## src/rtl/dram_interleave_splitter.sv

```systemverilog
// Burst splitter: cuts one request into per-channel sub-bursts at interleave boundaries, logs {chan,len,last} in order.
// First sub-burst valid 1 cycle after accept, 1 sub-burst/cycle; stalls on channel ready and on a full order FIFO.

module splitter_fifo #(
  parameter  int Width = 8,
  parameter  int Depth = 8,
  localparam int PtrW  = (Depth > 1) ? $clog2(Depth) : 1
) (
  input  logic             clk_i,
  input  logic             rst_ni,
  input  logic             push_vld_i,
  output logic             push_rdy_o,
  input  logic [Width-1:0] push_dat_i,
  output logic             pop_vld_o,
  input  logic             pop_rdy_i,
  output logic [Width-1:0] pop_dat_o
);
  logic [Width-1:0] r_mem [Depth];
  logic [PtrW-1:0]  r_wptr, r_rptr;
  logic [PtrW:0]    r_cnt;
  logic             w_full, w_empty, w_push, w_pop;

  assign w_full     = (r_cnt == (PtrW+1)'(Depth));
  assign w_empty    = (r_cnt == '0);
  assign w_pop      = pop_rdy_i && !w_empty;
  // A full FIFO may still take a push when the head leaves in the same cycle.
  assign w_push     = push_vld_i && (!w_full || w_pop);
  assign push_rdy_o = !w_full;
  assign pop_vld_o  = !w_empty;
  assign pop_dat_o  = r_mem[r_rptr];

  always_ff @(posedge clk_i or negedge rst_ni) begin
    if (!rst_ni) begin
      r_wptr <= '0;
      r_rptr <= '0;
      r_cnt  <= '0;
    end else begin
      if (w_push) r_wptr <= (r_wptr == PtrW'(Depth-1)) ? '0 : r_wptr + PtrW'(1);
      if (w_pop)  r_rptr <= (r_rptr == PtrW'(Depth-1)) ? '0 : r_rptr + PtrW'(1);
      if (w_push && !w_pop)      r_cnt <= r_cnt + (PtrW+1)'(1);
      else if (!w_push && w_pop) r_cnt <= r_cnt - (PtrW+1)'(1);
    end
  end

  always_ff @(posedge clk_i) begin
    if (w_push) r_mem[r_wptr] <= push_dat_i;
  end
endmodule

module dram_interleave_splitter #(
  parameter  int AddrWidth   = 32,
  parameter  int NumChannels = 4,
  parameter  int BeatBytes   = 64,
  parameter  int LenWidth    = 8,
  parameter  int MaxIlvLog2  = 7,
  parameter  int OrderDepth  = 8,
  localparam int ChanBits    = (NumChannels == 1) ? 0 : $clog2(NumChannels),
  localparam int ChW         = (ChanBits == 0) ? 1 : ChanBits,
  localparam int IlvW        = $clog2(MaxIlvLog2 + 1)
) (
  input  logic                   clk_i,
  input  logic                   rst_ni,
  input  logic [IlvW-1:0]        cfg_ilv_log2_i,
  input  logic                   req_valid_i,
  output logic                   req_ready_o,
  input  logic [AddrWidth-1:0]   req_addr_i,
  input  logic [LenWidth-1:0]    req_len_i,
  input  logic                   req_write_i,
  output logic [NumChannels-1:0] chan_valid_o,
  input  logic [NumChannels-1:0] chan_ready_i,
  output logic [AddrWidth-1:0]   chan_addr_o,
  output logic [LenWidth-1:0]    chan_len_o,
  output logic                   chan_write_o,
  output logic                   chan_last_o,
  output logic                   ord_valid_o,
  input  logic                   ord_ready_i,
  output logic [ChW-1:0]         ord_chan_o,
  output logic [LenWidth-1:0]    ord_len_o,
  output logic                   ord_last_o,
  output logic                   busy_o
);
  localparam int BeatOff = $clog2(BeatBytes);
  localparam int RemW    = LenWidth + 1;
  localparam int TbW     = MaxIlvLog2 + 1;
  localparam int CW      = (RemW > TbW) ? RemW : TbW;
  localparam int OrdW    = ChW + LenWidth + 1;
  localparam int ShW     = $clog2(AddrWidth + BeatOff + MaxIlvLog2 + ChanBits + 1) + 1;

  typedef enum logic {IDLE, SPLIT} state_t;

  state_t               r_state, w_state_nxt;
  logic [AddrWidth-1:0] r_addr;
  logic [RemW-1:0]      r_rem;
  logic                 r_write;
  logic [IlvW-1:0]      r_ilv;

  logic [IlvW-1:0]      w_ilv_clamp;
  logic [ShW-1:0]       w_c;
  logic [AddrWidth-1:0] w_low_mask, w_hi, w_local;
  logic [ChW-1:0]       w_ch;
  logic [CW-1:0]        w_off, w_tb, w_rem, w_sub;
  logic                 w_last, w_split, w_fifo_rdy, w_fire;
  logic                 w_ord_vld;
  logic [OrdW-1:0]      w_ord_dat;

  assign w_ilv_clamp = (cfg_ilv_log2_i > IlvW'(MaxIlvLog2)) ? IlvW'(MaxIlvLog2) : cfg_ilv_log2_i;

  // Channel bits sit just above the granule; squeeze them out to form the channel-local address.
  assign w_c        = ShW'(BeatOff) + ShW'(r_ilv);
  assign w_low_mask = (AddrWidth'(1) << w_c) - AddrWidth'(1);
  assign w_hi       = r_addr >> (w_c + ShW'(ChanBits));
  assign w_local    = (w_hi << w_c) | (r_addr & w_low_mask);

  generate
    if (ChanBits == 0) begin : g_one_chan
      assign w_ch = '0;
    end else begin : g_multi_chan
      assign w_ch = ChW'(r_addr >> w_c);
    end
  endgenerate

  assign w_off   = CW'((r_addr >> BeatOff) & ((AddrWidth'(1) << r_ilv) - AddrWidth'(1)));
  assign w_tb    = (CW'(1) << r_ilv) - w_off;
  assign w_rem   = CW'(r_rem);
  assign w_sub   = (w_rem < w_tb) ? w_rem : w_tb;
  assign w_last  = (w_sub == w_rem);
  assign w_split = (r_state == SPLIT);
  assign w_fire  = w_split && w_fifo_rdy && chan_ready_i[w_ch];

  assign req_ready_o  = (r_state == IDLE);
  assign chan_valid_o = (w_split && w_fifo_rdy) ? (NumChannels'(1) << w_ch) : '0;
  assign chan_addr_o  = w_split ? w_local : '0;
  assign chan_len_o   = w_split ? LenWidth'(w_sub - CW'(1)) : '0;
  assign chan_write_o = w_split && r_write;
  assign chan_last_o  = w_split && w_last;

  always_comb begin
    w_state_nxt = r_state;
    case (r_state)
      IDLE:    if (req_valid_i) w_state_nxt = SPLIT;
      SPLIT:   if (w_fire && w_last) w_state_nxt = IDLE;
      default: w_state_nxt = IDLE;
    endcase
  end

  always_ff @(posedge clk_i or negedge rst_ni) begin
    if (!rst_ni) begin
      r_state <= IDLE;
      r_addr  <= '0;
      r_rem   <= '0;
      r_write <= 1'b0;
      r_ilv   <= '0;
    end else begin
      r_state <= w_state_nxt;
      if (r_state == IDLE && req_valid_i) begin
        r_addr  <= req_addr_i & ~AddrWidth'(BeatBytes - 1);
        r_rem   <= RemW'(req_len_i) + RemW'(1);
        r_write <= req_write_i;
        r_ilv   <= w_ilv_clamp;
      end else if (w_fire) begin
        r_addr <= r_addr + (AddrWidth'(w_sub) << BeatOff);
        r_rem  <= r_rem - RemW'(w_sub);
      end
    end
  end

  splitter_fifo #(
    .Width (OrdW),
    .Depth (OrderDepth)
  ) u_ord_fifo (
    .clk_i      (clk_i),
    .rst_ni     (rst_ni),
    .push_vld_i (w_fire),
    .push_rdy_o (w_fifo_rdy),
    .push_dat_i ({w_ch, chan_len_o, w_last}),
    .pop_vld_o  (w_ord_vld),
    .pop_rdy_i  (ord_ready_i),
    .pop_dat_o  (w_ord_dat)
  );

  assign ord_valid_o = w_ord_vld;
  assign {ord_chan_o, ord_len_o, ord_last_o} = w_ord_vld ? w_ord_dat : '0;
  assign busy_o = (r_state != IDLE) || w_ord_vld;
endmodule
```

## config.mk

```make
export PLATFORM = sky130hd
export DESIGN_NAME = dram_interleave_splitter
export DESIGN_NICKNAME = d
export VERILOG_FILES = /design/src/rtl/dram_interleave_splitter.sv
export SDC_FILE = /design/constraint.sdc
export NUM_CORES = 1
export LEC_CHECK = 0
export CAP_MARGIN = 15
export CELL_PAD_IN_SITES_DETAIL_PLACEMENT = 1
export CELL_PAD_IN_SITES_GLOBAL_PLACEMENT = 2
export CORE_UTILIZATION = 37
export CTS_CLUSTER_DIAMETER = 40
export DETAILED_ROUTE_END_ITERATION = 10
export PLACE_DENSITY = 0.86
export SLEW_MARGIN = 30
export SYNTH_ARGS = -nofsm -noshare
export SYNTH_HDL_FRONTEND = slang
export SYNTH_SLANG_ARGS = --single-unit
```

## constraint.sdc

```tcl
create_clock -name clk_i -period 8.8 [get_ports clk_i]
set_input_delay 2.2 -clock clk_i [delete_from_list [all_inputs] [get_ports clk_i]]
set_output_delay 2.2 -clock clk_i [all_outputs]
set_load 0.01 [all_outputs]
```

==> implementation parameters <==
Parameter                              Value

Outcome
  Outcome ... completed

Synth
  Syn Nets ... 1071
  Cell area after synthesis ... 9610 um^2
  Share of flip-flops with an asynchronous set or reset after synthesis ... 36.2%
  Top-count cell post-synth ... sky130_fd_sc_hd__nor2_1
  Most used flip-flop cell after synthesis ... sky130_fd_sc_hd__edfxtp_1
  Cells after Synth ... 971
  Post-synth EDFFs ... 88
  Dominant cells by area after synthesis ... sky130_fd_sc_hd__edfxtp_1, sky130_fd_sc_hd__dfrtp_1, sky130_fd_sc_hd__mux4_2, sky130_fd_sc_hd__ha_1, sky130_fd_sc_hd__mux2i_1
  Mean area per synthesized cell ... 9.89 um^2
  Synthesis Warnings ... 0
  Cell type with the highest aggregate area in the netlist ... sky130_fd_sc_hd__edfxtp_1
  Sequential area share after synthesis ... 40.5%
  Post-synth top area share ... 27.5%
  List of most frequent post-synthesis cells ... sky130_fd_sc_hd__nor2_1, sky130_fd_sc_hd__nand2_1, sky130_fd_sc_hd__edfxtp_1
  Flops & latches, synth ... 138
  Number of unique standard cell types used by synthesis ... 79

Place
  Number of port buffers ... 105
  Cell count after placement ... 1365
  Half-perimeter wire length after detailed placement ... 20700 um
  Final weighted congestion in routability-driven placement ... 0.830
  Placed Instance Area ... 11000 um^2
  Worst slack at placement ... 0.464 ns

Detailed routing
  Wire length per cell ... 20.3 um
  First-pass iteration count of the detailed router ... 5
  DR vias ... 7819
  Detailed router's first-iteration violation count ... 408
  Number of nets still failing antenna checks after routing ... 0
  Vias per cell ... 5.56
  Final routed DRC violation total ... 0
  Post-Route WL ... 28600 um

Setup path
  Path depth of the worst reg2reg path ... 29
  Reg2reg start ... r_ilv[2]$_DFFE_PN0P_
  Kind of critical path ... reg -> out
  Critical path origin ... r_ilv[2]$_DFFE_PN0P_
  Worst Path Arrival ... 6.35 ns
  Worst-path fanout max ... 25
  Critical Path End Type ... primary output
  Worst Path Required ... 6.60 ns
  Startpoint kind of the worst setup timing path ... register

STA
  Final worst path period share ... 97.2%
  Minimum setup slack in the final design ... 0.250 ns
  Maximum clock rate ... 0.117 GHz
  Final setup violating endpoints ... 0
  Post-Route Skew ... 0.0156 ns
  Number of endpoints with negative hold slack in the final report ... 0
  Slew at the pin closest to its max-slew limit ... 0.928 ns
  Final number of max-transition violations ... 0
  Headroom to the max-slew limit ... 37.7%
  Final critical-path required period ... 8.55 ns

CTS
  Maximum clock insertion buffer count ... 2
  Skew-Pair Late Insertion Delay ... 0.44 ns
  CTS Root Cell ... sky130_fd_sc_hd__clkbuf_16
  TritonCTS clock tree ... done
  H-tree depth ... 4
  Total clock sinks ... 138
  CTS Hold Buffers Added ... 0
  CTS Buf Count ... 17
  Clock-pin slew on the worst setup and hold paths ... 0.07 ns

Layout
  Finished layout cell area ... 11800 um^2
  Total Nets Final ... 1164
  Number of diodes added for antenna fixing ... 0
  Fraction of final layout cells with drive strength greater than 1 ... 14.3%
  Number of non-filler instances in the completed layout ... 1407
  Layout Area Growth over Synthesis ... 22.6%

Min path
  Min-delay worst type ... reg -> reg
  Cells on Worst Hold Path ... 2
  Hold Path Origin ... r_write$_DFFE_PN0P_

Floorplan
  Rows ... 58
  Floorplan die width ... 163 um
  Chip Height ... 163 um
  Starting utilization of the core area ... 37.9%
  Die Outline Area ... 26600 um^2
  Area of the placeable core ... 25300 um^2
  Number of I/O pins ... 112

Global route
  Initial antenna violation count ... 1
  Largest net degree at the start of global routing ... 55
  Gr usage total ... 22.1%
  Overall overflow remaining after global route ... 0
  Vias in the first global route ... 7918
  Wire length of the first global-routing pass ... 44800 um

Flow run
  Max-capacitance violation count ... 0
worst max-delay path, stage by stage (launching register included):
cell	delay, ns
sky130_fd_sc_hd__dfrtp_2	0.42
sky130_fd_sc_hd__buf_12	0.19
sky130_fd_sc_hd__ha_2	0.25
sky130_fd_sc_hd__nand2_1	0.13
sky130_fd_sc_hd__ha_1	0.36
sky130_fd_sc_hd__nand2b_1	0.11
sky130_fd_sc_hd__nor3_1	0.06
sky130_fd_sc_hd__o31a_1	0.31
sky130_fd_sc_hd__or3b_1	0.38
sky130_fd_sc_hd__xor2_1	0.21
sky130_fd_sc_hd__inv_1	0.16
sky130_fd_sc_hd__ha_1	0.32
sky130_fd_sc_hd__and2_1	0.23
sky130_fd_sc_hd__and3_1	0.20
sky130_fd_sc_hd__o32a_1	0.23
sky130_fd_sc_hd__a311o_2	0.41
sky130_fd_sc_hd__buf_12	0.17
sky130_fd_sc_hd__mux2i_4	0.20
sky130_fd_sc_hd__ha_1	0.38
sky130_fd_sc_hd__nand4_1	0.13
sky130_fd_sc_hd__a211o_2	0.40
sky130_fd_sc_hd__nor2_1	0.12
sky130_fd_sc_hd__clkdlybuf4s50_1	0.55
kinds of logic after synthesis:
kind of cell	synth area share, %
AO/OA/AOI/OAI	14.9
XOR/XNOR	4.74
adder cells (fa/ha/maj)	6.49
buffers and inverters	4.81
flip-flops	40.5
multiplexers	13.0
AND/OR/NAND/NOR	15.6
registers in the layout (all words and copies together) (netlist names):
name / flops
r_state: 1
r_addr: 26
r_rem: 9
r_write: 1
r_ilv: 3
u_ord_fifo.r_rptr: 3
u_ord_fifo.r_wptr: 3
u_ord_fifo.r_cnt: 4
u_ord_fifo.r_mem: 88
placed cells by master, fill, tap and decap left out, types with 4 or more instances in the layout:
| cell | netlist | routed |
|---|---|---|
| sky130_fd_sc_hd__a211oi_1 | 11 | 10 |
| sky130_fd_sc_hd__a21o_1 | 12 | 12 |
| sky130_fd_sc_hd__a21oi_1 | 55 | 53 |
| sky130_fd_sc_hd__a22o_1 | 4 | 4 |
| sky130_fd_sc_hd__a22oi_1 | 8 | 8 |
| sky130_fd_sc_hd__a31oi_1 | 7 | 7 |
| sky130_fd_sc_hd__and2_1 | 7 | 7 |
| sky130_fd_sc_hd__and3_1 | 8 | 8 |
| sky130_fd_sc_hd__buf_4 | 8 | 36 |
| sky130_fd_sc_hd__clkbuf_16 | 0 | 17 |
| sky130_fd_sc_hd__clkdlybuf4s50_1 | 0 | 104 |
| sky130_fd_sc_hd__clkinv_8 | 0 | 4 |
| sky130_fd_sc_hd__dfrtp_1 | 50 | 47 |
| sky130_fd_sc_hd__edfxtp_1 | 88 | 88 |
| sky130_fd_sc_hd__ha_1 | 45 | 44 |
| sky130_fd_sc_hd__inv_1 | 32 | 32 |
| sky130_fd_sc_hd__inv_8 | 0 | 6 |
| sky130_fd_sc_hd__mux2_2 | 12 | 12 |
| sky130_fd_sc_hd__mux2i_1 | 43 | 43 |
| sky130_fd_sc_hd__mux4_2 | 26 | 26 |
| sky130_fd_sc_hd__nand2_1 | 101 | 101 |
| sky130_fd_sc_hd__nand2b_1 | 9 | 9 |
| sky130_fd_sc_hd__nand3_1 | 18 | 18 |
| sky130_fd_sc_hd__nand4_1 | 8 | 8 |
| sky130_fd_sc_hd__nor2_1 | 103 | 100 |
| sky130_fd_sc_hd__nor2_2 | 1 | 4 |
| sky130_fd_sc_hd__nor2b_1 | 9 | 8 |
| sky130_fd_sc_hd__nor3_1 | 21 | 20 |
| sky130_fd_sc_hd__o211ai_1 | 7 | 7 |
| sky130_fd_sc_hd__o21a_1 | 5 | 5 |
| sky130_fd_sc_hd__o21ai_0 | 66 | 65 |
| sky130_fd_sc_hd__o21bai_1 | 4 | 4 |
| sky130_fd_sc_hd__o22ai_1 | 10 | 10 |
| sky130_fd_sc_hd__or2_2 | 5 | 5 |
| sky130_fd_sc_hd__xnor2_1 | 28 | 28 |
| sky130_fd_sc_hd__xor2_1 | 24 | 24 |
stage by stage:
stage | setup TNS [ns] | hold slack, ns | util, %
2_1_floorplan | 0 | 0.438 | -
3_3_place_gp | 0 | 0.452 | 43.5
3_5_place_dp | 0 | 0.462 | 43.5
4_1_cts | 0 | 0.480 | 45.9
5_1_grt | -0.0357 | 0.493 | 46.5
6_report | 0 | 0.477 | 46.5
worst paths after layout:
check	slack, ns	end
max	0.25	chan_last_o
min	0.48	r_write$_DFFE_PN0P_
max reg2reg	1.95	r_addr[28]$_DFFE_PN0P_
min reg2reg	0.48	r_write$_DFFE_PN0P_
max in group asynchronous	6.36	u_ord_fifo.r_rptr[1]$_DFFE_PN0P_
min in group asynchronous	1.89	r_addr[24]$_DFFE_PN0P_
layout make-up:
class / instances / area, um^2
fill: 2794 / 13500
multi-input combinational: 728 / 5360
sequential: 138 / 3900
timing repair buffer: 145 / 1380
clock buffer: 17 / 425
tap: 330 / 413
clock inverter: 15 / 174
inverter: 34 / 131
per-layer routing:
layer / routed length (um) / global-route usage, %
met3: 1160 / 2.97
met1: 13100 / 30.0
met5: 0 / 0
met4: 406 / 7.01
met2: 13900 / 36.5
timing repair:
| item | in CTS | in global routing |
|---|---|---|
| buffers inserted | 0 | 9 |
| pin swaps | 0 | 2 |
| gates resized for setup | 1 | 14 |
| endpoints found under the setup margin | 1 | 7 |
| cloned | 0 | 0 |
Power is not shown: default switching activity piles up to over one toggle a cycle in this logic, so the estimate is an artifact.
